--- src/rtl/pmod_led_ctrl_if.sv ---
// Pmod-to-LED signal bundle: raw input, mode switches, LED drive and press count.
// The controller takes the slave side; the board top-level or bench takes the master side.
interface pmod_led_ctrl_if;
  logic       ja;
  logic [1:0] mode;
  logic       led;
  logic [7:0] press_count;

  modport master (
    output ja,
    output mode,
    input  led,
    input  press_count
  );

  modport slave (
    input  ja,
    input  mode,
    output led,
    output press_count
  );
endinterface

--- src/rtl/pmod_led_ctrl.sv ---
// Debounced Pmod input to LED controller with PASS/TOGGLE/BLINK/STRETCH modes.
// Define PMOD_PRESS_COUNT_EN to build the press counter; otherwise press_count is 0.
module pmod_led_ctrl #(
  parameter int DB_CYCLES    = 1_000_000,
  parameter int BLINK_HALF   = 25_000_000,
  parameter int PULSE_CYCLES = 50_000_000
) (
  input logic             clk,
  input logic             rst_n,
  pmod_led_ctrl_if.slave  bus
);

  typedef enum logic [1:0] {
    PASS    = 2'b00,
    TOGGLE  = 2'b01,
    BLINK   = 2'b10,
    STRETCH = 2'b11
  } mode_e;

  localparam int DBW = $clog2(DB_CYCLES + 1);
  localparam int BW  = $clog2(BLINK_HALF + 1);
  localparam int PW  = $clog2(PULSE_CYCLES + 1);

  logic           s0;
  logic           s1;
  logic           stable;
  logic           stable_d;
  logic [DBW-1:0] db_cnt;
  mode_e          mode_q;
  mode_e          mode_n;
  logic [BW-1:0]  blink_cnt;
  logic [PW-1:0]  pulse_cnt;
  logic           led_q;
  logic           rise;
  logic           mode_chg;

  assign mode_n   = mode_e'(bus.mode);
  assign rise     = stable & ~stable_d;
  assign mode_chg = (mode_n != mode_q);
  assign bus.led  = led_q;

  always_ff @(posedge clk) begin
    if (!rst_n) begin
      s0       <= 1'b0;
      s1       <= 1'b0;
      stable   <= 1'b0;
      stable_d <= 1'b0;
      db_cnt   <= '0;
      mode_q   <= PASS;
    end else begin
      s0       <= bus.ja;
      s1       <= s0;
      stable_d <= stable;
      mode_q   <= mode_n;
      if (s1 == stable) begin
        db_cnt <= '0;
      end else if (db_cnt == DBW'(DB_CYCLES - 1)) begin
        stable <= s1;
        db_cnt <= '0;
      end else begin
        db_cnt <= db_cnt + DBW'(1);
      end
    end
  end

  // A mode switch blanks the LED for one cycle and wins over a coincident rise.
  always_ff @(posedge clk) begin
    if (!rst_n) begin
      led_q     <= 1'b0;
      blink_cnt <= '0;
      pulse_cnt <= '0;
    end else if (mode_chg) begin
      led_q     <= 1'b0;
      blink_cnt <= '0;
      pulse_cnt <= '0;
    end else begin
      unique case (mode_q)
        PASS: begin
          led_q <= stable;
        end
        TOGGLE: begin
          led_q <= led_q ^ rise;
        end
        BLINK: begin
          if (!stable) begin
            led_q     <= 1'b0;
            blink_cnt <= '0;
          end else if (rise) begin
            led_q     <= 1'b1;
            blink_cnt <= '0;
          end else if (blink_cnt == BW'(BLINK_HALF - 1)) begin
            led_q     <= ~led_q;
            blink_cnt <= '0;
          end else begin
            blink_cnt <= blink_cnt + BW'(1);
          end
        end
        STRETCH: begin
          if (rise) begin
            pulse_cnt <= PW'(PULSE_CYCLES);
            led_q     <= 1'b1;
          end else if (pulse_cnt > PW'(1)) begin
            pulse_cnt <= pulse_cnt - PW'(1);
          end else if (pulse_cnt == PW'(1)) begin
            pulse_cnt <= '0;
            led_q     <= 1'b0;
          end
        end
      endcase
    end
  end

`ifdef PMOD_PRESS_COUNT_EN
  logic [7:0] press_q;

  always_ff @(posedge clk) begin
    if (!rst_n) begin
      press_q <= 8'd0;
    end else if (rise) begin
      press_q <= press_q + 8'd1;
    end
  end

  assign bus.press_count = press_q;
`else
  assign bus.press_count = 8'd0;
`endif

endmodule

--- src/flat_wrapper.sv ---
// flat-port wrapper written by rule: the top's interface ports become plain ports
module pmod_led_ctrl_flat 
#(
  parameter int DB_CYCLES    = 1_000_000,
  parameter int BLINK_HALF   = 25_000_000,
  parameter int PULSE_CYCLES = 50_000_000
)
  (clk, rst_n, bus_ja, bus_mode, bus_led, bus_press_count);
  pmod_led_ctrl_if bus_i ();
  input logic clk;
  input logic rst_n;
  input wire logic [$bits(bus_i.ja)-1:0] bus_ja;
  input wire logic [$bits(bus_i.mode)-1:0] bus_mode;
  output wire logic [$bits(bus_i.led)-1:0] bus_led;
  output wire logic [$bits(bus_i.press_count)-1:0] bus_press_count;
  assign bus_i.ja = bus_ja;
  assign bus_i.mode = bus_mode;
  assign bus_led = bus_i.led;
  assign bus_press_count = bus_i.press_count;
  pmod_led_ctrl #(.DB_CYCLES(DB_CYCLES), .BLINK_HALF(BLINK_HALF), .PULSE_CYCLES(PULSE_CYCLES)) u_core (.clk(clk), .rst_n(rst_n), .bus(bus_i));
endmodule
--- config.mk ---
export PLATFORM = sky130hd
export DESIGN_NAME = pmod_led_ctrl_flat
export DESIGN_NICKNAME = d
export VERILOG_FILES = /design/src/rtl/pmod_led_ctrl_if.sv /design/src/rtl/pmod_led_ctrl.sv /design/src/flat_wrapper.sv
export SDC_FILE = /design/constraint.sdc
export NUM_CORES = 1
export LEC_CHECK = 0
export ABC_CLOCK_PERIOD_IN_PS = 2400
export CAP_MARGIN = 20
export CORE_MARGIN = 2
export CORE_UTILIZATION = 45
export DETAILED_ROUTE_END_ITERATION = 8
export PLACE_DENSITY = 0.65
export SLEW_MARGIN = 5
export SYNTH_ARGS = -nofsm -noshare
export SYNTH_HDL_FRONTEND = slang
export SYNTH_SLANG_ARGS = --single-unit
--- constraint.sdc ---
create_clock -name clk -period 2.4 [get_ports clk]
set_input_delay 0.48 -clock clk [delete_from_list [all_inputs] [get_ports clk]]
set_output_delay 0.48 -clock clk [all_outputs]
set_load 0.1 [all_outputs]
# Word level (Yosys, flattened, before mapping)
# Cells that the tools add are included.
# word_totals
reg_bits	78
latch_bits	0
ram_bits	0
romBits	0
inputBits	5
out_inout_bits	9
n_memories	0
# op_classes
addsub	3
n_mul	0
n_div	0
magnitude_cmp	1
n_eq_ne	11
shifts	0
mux	13
bitwise_logic	6
n_reduce_logical	7
# ops
operator	n
26-bit two-way mux	3
25-bit two-way mux	3
26-bit by 1-bit == test with 1-bit output (second input constant)	1
26-bit by 1-bit > comparator with 1-bit output (second input constant)	1
26-bit by 1-bit subtractor with 26-bit output (second input constant)	1
25-bit by 1-bit adder with 25-bit output (second input constant)	1
25-bit == test (second input constant)	1
20-bit by 1-bit adder with 20-bit output (second input constant)	1
20-bit == test (second input constant)	1
1-bit two-way mux	6
2-bit == test (second input constant)	2
4-bit != test (second input constant)	1
1-bit NOT	4
1-bit one-hot mux with 4 select lines	1
2-bit AND reduction	2
3-bit by 1-bit != test with 1-bit output (second input constant)	1
3-bit by 2-bit != test with 1-bit output (second input constant)	1
3-bit AND reduction	1
3-bit nonzero test	1
3-bit OR reduction	1
2-bit by 1-bit == test with 1-bit output (second input constant)	1
2-bit logical NOT	1
2-bit != test	1
2-bit OR reduction	1
3 further kinds	3

# Longest topological paths before layout
# Gate-level depths: netlist of run 1.
# depth
ltp_word	5
mapped_depth	8
ltp_nobuf	7

# Least setup slack after synthesis of run 1
# No wires, ideal clock.
# synth_timing
path_type	register to register
from	register u_core.pulse_cnt[0]
to	register u_core.pulse_cnt[18]
arrival_ns	2.126
path_slack_ns	0.204
stages_incl_launch_ff	8
n_path_buf	0
cell_sequence	dfxtp_1 -> inv_1 -> ha_1 -> nor3b_1 -> and4_1 -> a31o_2 -> or4b_2 -> a21oi_1
# synth_between
elab_chain_len	3
word_cells_on_any_way	7
cone_classes	add/sub (1); order compare (1); eq/ne (1); mux (2); reduce/logical (2)
# synth_lines
item	line_no	source
start: declaration	pmod_led_ctrl.sv:32	logic [PW-1:0] pulse_cnt;
start signal: assignment	pmod_led_ctrl.sv:100	pulse_cnt <= PW'(PULSE_CYCLES);
start signal: assignment	pmod_led_ctrl.sv:103	pulse_cnt <= pulse_cnt - PW'(1);
26-bit by 1-bit subtractor with 26-bit output, or another cell as far along	pmod_led_ctrl.sv:103	
26-bit two-way mux or 3-bit nonzero test (tied branches)	n/a	
26-bit two-way mux or 2-bit AND reduction (tied branches)	n/a	
# Parallel ways exist; a longest one is shown, timed or not.
# A chain may end at the register's enable or synchronous reset.

# Worst setup path in the final report of run 1
# layout_timing
from	register u_core.blink_cnt[7]
to	register u_core.blink_cnt[9]
# layout_between
elab_chain_len	4
word_cells_on_any_way	5
cone_classes	add/sub (1); eq/ne (1); mux (3)
# layout_lines
item	line_no	source
start: declaration	pmod_led_ctrl.sv:31	logic [BW-1:0] blink_cnt;
start signal: assignment	pmod_led_ctrl.sv:95	blink_cnt <= blink_cnt + BW'(1);
25-bit by 1-bit adder with 25-bit output or 25-bit == test (tied branches)	pmod_led_ctrl.sv:95, pmod_led_ctrl.sv:91	
25-bit two-way mux (*)	pmod_led_ctrl.sv:91	end else if (blink_cnt == BW'(BLINK_HALF - 1)) begin
25-bit two-way mux (*)	pmod_led_ctrl.sv:88	end else if (rise) begin
25-bit two-way mux (*)	pmod_led_ctrl.sv:85	if (!stable) begin
# Mark *: on every way between the ends. The rest lies on a longest branch, timed or not.

==> results.md, run 1 <==
* Yosys warning total at 0
* CTS Hold Bufs at 0
* CTS tree: done
* Clock transition at path regs at 80 ps
* Ratio of cells with drive above 1 in the final layout at 0.1379
* Period Utilization, post-route at 0.9573
* DRC errors left at 0
* Initial antenna violation count at 0
* Worst Tran Pin Value at between 700 and 800 ps
* Flop2flop setup slack at 100 ps
* Ports at 14
* Crit-path slowest cell: or4_1
* Crit path DAT at around 2600 ps
* WP data required at 2650 ps
* Post-synth EDFFs at 0
* Worst VDD drop at 0.0002830 V
* CP Capture Point: u_core.blink_cnt[9]$_SDFFE_PP0P_
* CP startpoint: u_core.blink_cnt[7]$_SDFFE_PP0P_
* Mapped Cells at approximately 480
* Slew Limit Fails at 0
* CP endpoint kind: flop
* Status: completed
* Total clock buffers created by CTS at 9
* Hold crit path type: reg -> reg
* Die outline area at between 9000 and 10000 um^2
* Clk_lat worst skew at 360 ps
* Vias at roughly 3600
* Sequential cell area fraction in the yosys report at 0.3853
* Area of the core at ~8700 um^2
* Dpl hpwl at 6.458 mm
* Drt total wl at 8.977 mm
* First-pass GRT wire length at 15.44 mm
* Post-CTS Repair Setup Buffers at 0
* Startpoint Class: flop
* Most common cell in the netlist: dfxtp_1
* Largest net degree at the start of global routing at 21
* Via-to-Cell Ratio at approximately 5.7
* Post-route ant nets at 0
* DRT iter0 DRCs at around 230
* Reg area at 1563 um^2
* Top_reg_cell synth: dfxtp_1
* Number of global-route vias before repair at roughly 3300
* Area of the multi-input gates at 2357 um^2
* Reg-to-reg endpoint: u_core.blink_cnt[9]$_SDFFE_PP0P_
* Cell Pwr Density at around 520 nW/um^2
* Worst R2R Path Depth at 6
* Row count at 34
* DRT Pass-1 Iters at 4
* Maxcap violations at 0
* F_max at roughly 440 MHz
* Die height at 98.90 um
* WL per Instance at about 14 um
* Clock Tree Buf Depth at 2
* Worst path cell trace: or4_1 > nor4_2 > a21oi_1 > o21ai_2 > buf_12 > nor2_1
* Die width at 98.90 um
* CTS root buffer: clkbuf_8
* Layout net count at between 500 and 600
* Fraction of registers with async set/reset at 0
* Synth top cells by count: dfxtp_1, nor2_1, nand2_1
* Distinct cell type count after synthesis at 53
* Total GRT Usage at 0.1910
* Share of the synthesized area in the top cell type at 0.3853
* # port buffers at 5
* Worst Clk Skew at around 12 ps
* Min Tclk post-route at about 2300 ps
* Finish-stage setup viols at 0
* Crit path kind: reg -> reg
* Post-Syn Area per Cell at approximately 8.4 um^2
* Starting Density at 0.4647
* Ant. Diodes at 0
* Max_slew headroom at 0.5072
* Worst r2r src: u_core.blink_cnt[7]$_SDFFE_PP0P_
* Maximum fanout along the worst path at 17
* Grt ovf at 0
* Layout area overhead at 12.04%
* GP Congestion at a little under 0.9
* Synth area leader: dfxtp_1
* RSZ-0062 raised after global routing: no
* Final Hold Viols at 0
* Area of the mapped netlist at about 4100 um^2
* Sink Count at 78
* Worst hold margin at roughly 440 ps
* Synth area leaders: dfxtp_1, nor2_1, xnor2_1
* Fill count at around 830
* H-Tree Level Count at 3
* Max incr delay on CP at about 580 ps
* Flops & latches, synth at 78
* Fin Setup TNS at 0 ps
* Leak Pwr at 1.556 nW
## cells by family (layout without fill, tap and decap cells)
family	Yosys count	count (layout)	share of synthesized area
multiplexers	4	4	0.009880
XOR/XNOR	39	39	0.08428
flip-flops	78	78	0.3853
buffers and inverters	35	59	0.04168
adder cells (fa/ha/maj)	5	5	0.01544
other	1	8	0.0009253
AND/OR/NAND/NOR	238	238	0.3199
AO/OA/AOI/OAI	84	84	0.1426
## per-stage QoR
stage / area, um^2 / utilization / power [mW] / instances / setup WS [ps]
after floorplan: 4079 / - / 1.448 / 491 / 203.9
after global placement: 4345 / 0.4983 / 1.473 / 607 / 147.0
after detailed placement: 4345 / 0.4983 / 1.475 / 607 / 127.5
after CTS: 4531 / 0.5195 / 2.403 / 623 / 101.9
after global routing: 4541 / 0.5207 / 2.467 / 623 / 4.600
final: 4541 / 0.5207 / 2.372 / 623 / 102.5
## how the worst min path moves through the flow
stage                                      from                          end  slack [ps]  depth (start not counted)
floorplan                  u_core.s0$_SDFF_PN0_         u_core.s1$_SDFF_PN0_         410                          1
global placement           u_core.s0$_SDFF_PN0_         u_core.s1$_SDFF_PN0_         420                          1
detailed placement  u_core.db_cnt[0]$_SDFF_PP0_  u_core.db_cnt[0]$_SDFF_PP0_         440                          1
CTS                 u_core.db_cnt[0]$_SDFF_PP0_  u_core.db_cnt[0]$_SDFF_PP0_         450                          1
global route        u_core.db_cnt[0]$_SDFF_PP0_  u_core.db_cnt[0]$_SDFF_PP0_         480                          1
finish              u_core.db_cnt[0]$_SDFF_PP0_  u_core.db_cnt[0]$_SDFF_PP0_         440                          1
## final cells by class
cell class | instances | share of cell area
clock buffers | 9 | 0.02728
clock inverters | 7 | 0.01350
inverters | 12 | 0.009920
multi-input cells | 378 | 0.5192
flip-flops and latches | 78 | 0.3442
well taps | 108 | 0.02976
repair buffers | 31 | 0.05621
## sequential cells by signal, summed over array words and instances (netlist names)
signal and cells:
u_core.pulse_cnt 26, u_core.blink_cnt 25, u_core.db_cnt 20, u_core.mode_q 2, u_core.bus.led 1, u_core.s0 1
u_core.s1 1, u_core.stable 1, u_core.stable_d 1
## worst max-delay path, delay by kind of cell (launching register included)
kind            cells  cell delay (ps)
compound gates      2              570
simple gates        3             1100
flops               1              360
buf+inv             1              160
## where the power goes
group	internal (mW)	total, mW	switching (mW)
logic	0.0348	0.142	0.107
registers	1.30	1.30	0.00555
clock network	0.395	0.927	0.533
## layer usage
metal  routed length [um]  up-vias  track usage
met4                   90        0      0.07587
met3                  398        8      0.03333
met1                 4372     1702       0.2570
met2                 4115       65       0.3046
li1                     -     1800            -
met5                    0        -            0
## cells in the final DEF, fill, tap and decap left out, drive strengths merged, types with 11 or more instances in the layout
cell / n
dfxtp: 78
nand2: 36
xor2: 17
inv: 16
nand4: 17
nor2: 58
nand3: 28
buf: 27
nor3: 11
o21ai: 12
a21oi: 33
or4: 12
nor4: 20
xnor2: 22
or3: 13
## repair_timing
| item | CTS | global route |
|---|---|---|
| endpoints found under the hold margin | 0 | 0 |
| gates resized for setup | 0 | 3 |
| setup endpoints to repair | 0 | 6 |
(Power assumes the default switching activity.)
==> run 2, diff against run 1 <==
Settings changed: CTS_BUF_LIST set to sky130_fd_sc_hd__clkbuf_4.
==> run 2 against run 1 <==
  * Register-to-register slack got worse by 30 ps
  * Design area decreased by 1.2%
  * Total power decreased by 7.5%
  * Sequential power about the same
  * Clock skew increased by 8.7 ps
  * Clock power decreased by 19%
  * Wire length decreased by 1.0%
==> results.md, run 2 (same netlist as run 1, synthesis figures left out) <==
* Die height at about 100 um
* Initial antenna violation count at 0
* CTS tree: done
* Largest net degree at the start of global routing at 21
* Post-DP Area at approximately 4300 um^2
* Worst path cell trace: or4_1 > nor4_2 > a21oi_1 > o21ai_2 > buf_12 > nor2_1
* Most frequent cells in the layout: dfxtp_1, nor2_1, nand2_1
* Pre-CTS WS at about 130 ps
* Fin Setup TNS at 0 ps
* Max_slew headroom at 0.5193
* DRT iter0 DRCs at 244
* Crit path DAT at about 2700 ps
* Area of the core at ~8700 um^2
* Startpoint Class: flop
* Drt total wl at about 9 mm
* Cell Pwr Density at slightly below 500 nW/um^2
* Die width at around 99 um
* Worst Clk Skew at roughly 21 ps
* Worst Tran Pin Value at slightly above 700 ps
* # port buffers at 5
* Dpl cells at 607
* Die outline area at just under 10000 um^2
* Most flop-heavy register: u_core.pulse_cnt
* Non-filler instance count after layout at approximately 620
* Ports at 14
* Final worst slack at 75.44 ps
* Number of global-route vias before repair at roughly 3300
* CTS Hold Bufs at 0
* First-pass GRT wire length at about 15 mm
* Slew Limit Fails at 0
* F_max at 430.2 MHz
* Worst hold margin at approximately 450 ps
* Top Registers: u_core.pulse_cnt: 26 flops, u_core.blink_cnt: 25 flops, u_core.db_cnt: 20 flops
* Max incr delay on CP at about 580 ps
* Leak Pwr at roughly 1.5 nW
* Final Hold Viols at 0
* DRT Pass-1 Iters at 4
* Post-route ant nets at 0
* WL per Instance at approximately 14 um
* Dpl hpwl at between 6 and 7 mm
* Vias at approximately 3600
* Period Utilization, post-route at 0.9686
* Total clock buffers created by CTS at 9
* CP endpoint kind: flop
* Status: completed
* Most common cell after layout, fill and taps aside: dfxtp_1
* DRC errors left at 0
* Hold crit path type: reg -> reg
* Max reg flops at 26
* Grt ovf at 0
* Clk_lat worst skew at about 440 ps
* Maximum fanout along the worst path at 17
* Total GRT Usage at 0.1896
* Row count at 34
* Maxcap violations at 0
* CTS root buffer: clkbuf_4
* Sink Count at 78
* Crit path kind: reg -> reg
* Finish-stage setup viols at 0
* Clock Tree Buf Depth at 2
* Layout area overhead at 10.68%
* Starting Density at 0.4647
* H-Tree Level Count at 3
* Clock transition at path regs at approximately 130 ps
* Min Tclk post-route at roughly 2300 ps
* GP Congestion at 0.8909
* Crit-path slowest cell: or4_1
* RSZ-0062 raised after global routing: no
* WP data required at ~2700 ps
* Post-CTS Repair Setup Buffers at 0
* Sum of buffers and inverters on the critical path at 1
* Worst VDD drop at between 0.0002 and 0.0003 V
* Via-to-Cell Ratio at between 5 and 6
* Ant. Diodes at 0
* Critical path's top delay family: simple AND/OR/NAND/NOR gates
* Layout net count at 520
* Ratio of cells with drive above 1 in the final layout at 0.1398
* Final instance area at approximately 4500 um^2
## run 2: cell count changes in the layout (fill, tap and decap cells not counted)
cell,before,now
clkbuf_4,0,9
clkbuf_8,9,0
dfxtp_1,77,76
dfxtp_2,1,2
## run 2: path summary, 6_finish.rpt
kind / start / to / slack, ps / depth (start not counted)
setup / recovery: u_core.blink_cnt[7]$_SDFFE_PP0P_ / u_core.blink_cnt[16]$_SDFFE_PP0P_ / 80 / 6
hold / removal: u_core.db_cnt[0]$_SDFF_PP0_ / u_core.db_cnt[0]$_SDFF_PP0_ / 450 / 1
setup reg to reg: u_core.blink_cnt[7]$_SDFFE_PP0P_ / u_core.blink_cnt[16]$_SDFFE_PP0P_ / 80 / 6
hold reg to reg: u_core.db_cnt[0]$_SDFF_PP0_ / u_core.db_cnt[0]$_SDFF_PP0_ / 450 / 1
## run 2: area by class of cell
class / instances / area (um^2)
Inverter: 12 / 45.04
Timing Repair Buffer: 31 / 255.2
Fill cell: 833 / 4235
Clock buffer: 9 / 67.56
Tap cell: 108 / 135.1
Multi-Input combinational cell: 378 / 2357
Sequential cell: 78 / 1564
Clock inverter: 7 / 61.31
## run 2: worst reg2reg max path, stage by stage, from the launching register on
cell and delay [ps]:
dfxtp_1 380, or4_1 580, nor4_2 480, a21oi_1 330, o21ai_2 250, buf_12 160, nor2_1 50
## run 2: metal layers
layer | vias up | GRT usage | part of all wire
li1 | 1796 | - | -
met1 | 1685 | 0.2606 | 0.48
met2 | 86 | 0.3004 | 0.45
met3 | 12 | 0.03333 | 0.051
met4 | 0 | 0.06639 | 0.011
met5 | - | 0 | 0
## run 2: power breakdown
part | switching (mW) | leakage [nW] | total (mW) | internal (mW)
clock network | 0.516 | 0.0655 | 0.748 | 0.232
logic | 0.107 | 0.837 | 0.142 | 0.0348
registers | 0.00548 | 0.630 | 1.30 | 1.30
total | 0.628 | 1.53 | 2.19 | 1.57
## run 2: what timing repair did
action / CTS / global route
setup endpoints to repair: 0 / 8
endpoints found under the hold margin: 0 / 0
gates resized for setup: 0 / 4
## run 2: per-stage QoR
step | utilization | total power, mW
finish | 0.5143 | 2.195
global route | 0.5143 | 2.283
CTS | 0.5131 | 2.222
detailed placement | 0.4983 | 1.475
global placement | 0.4983 | 1.473
floorplan | - | 1.448
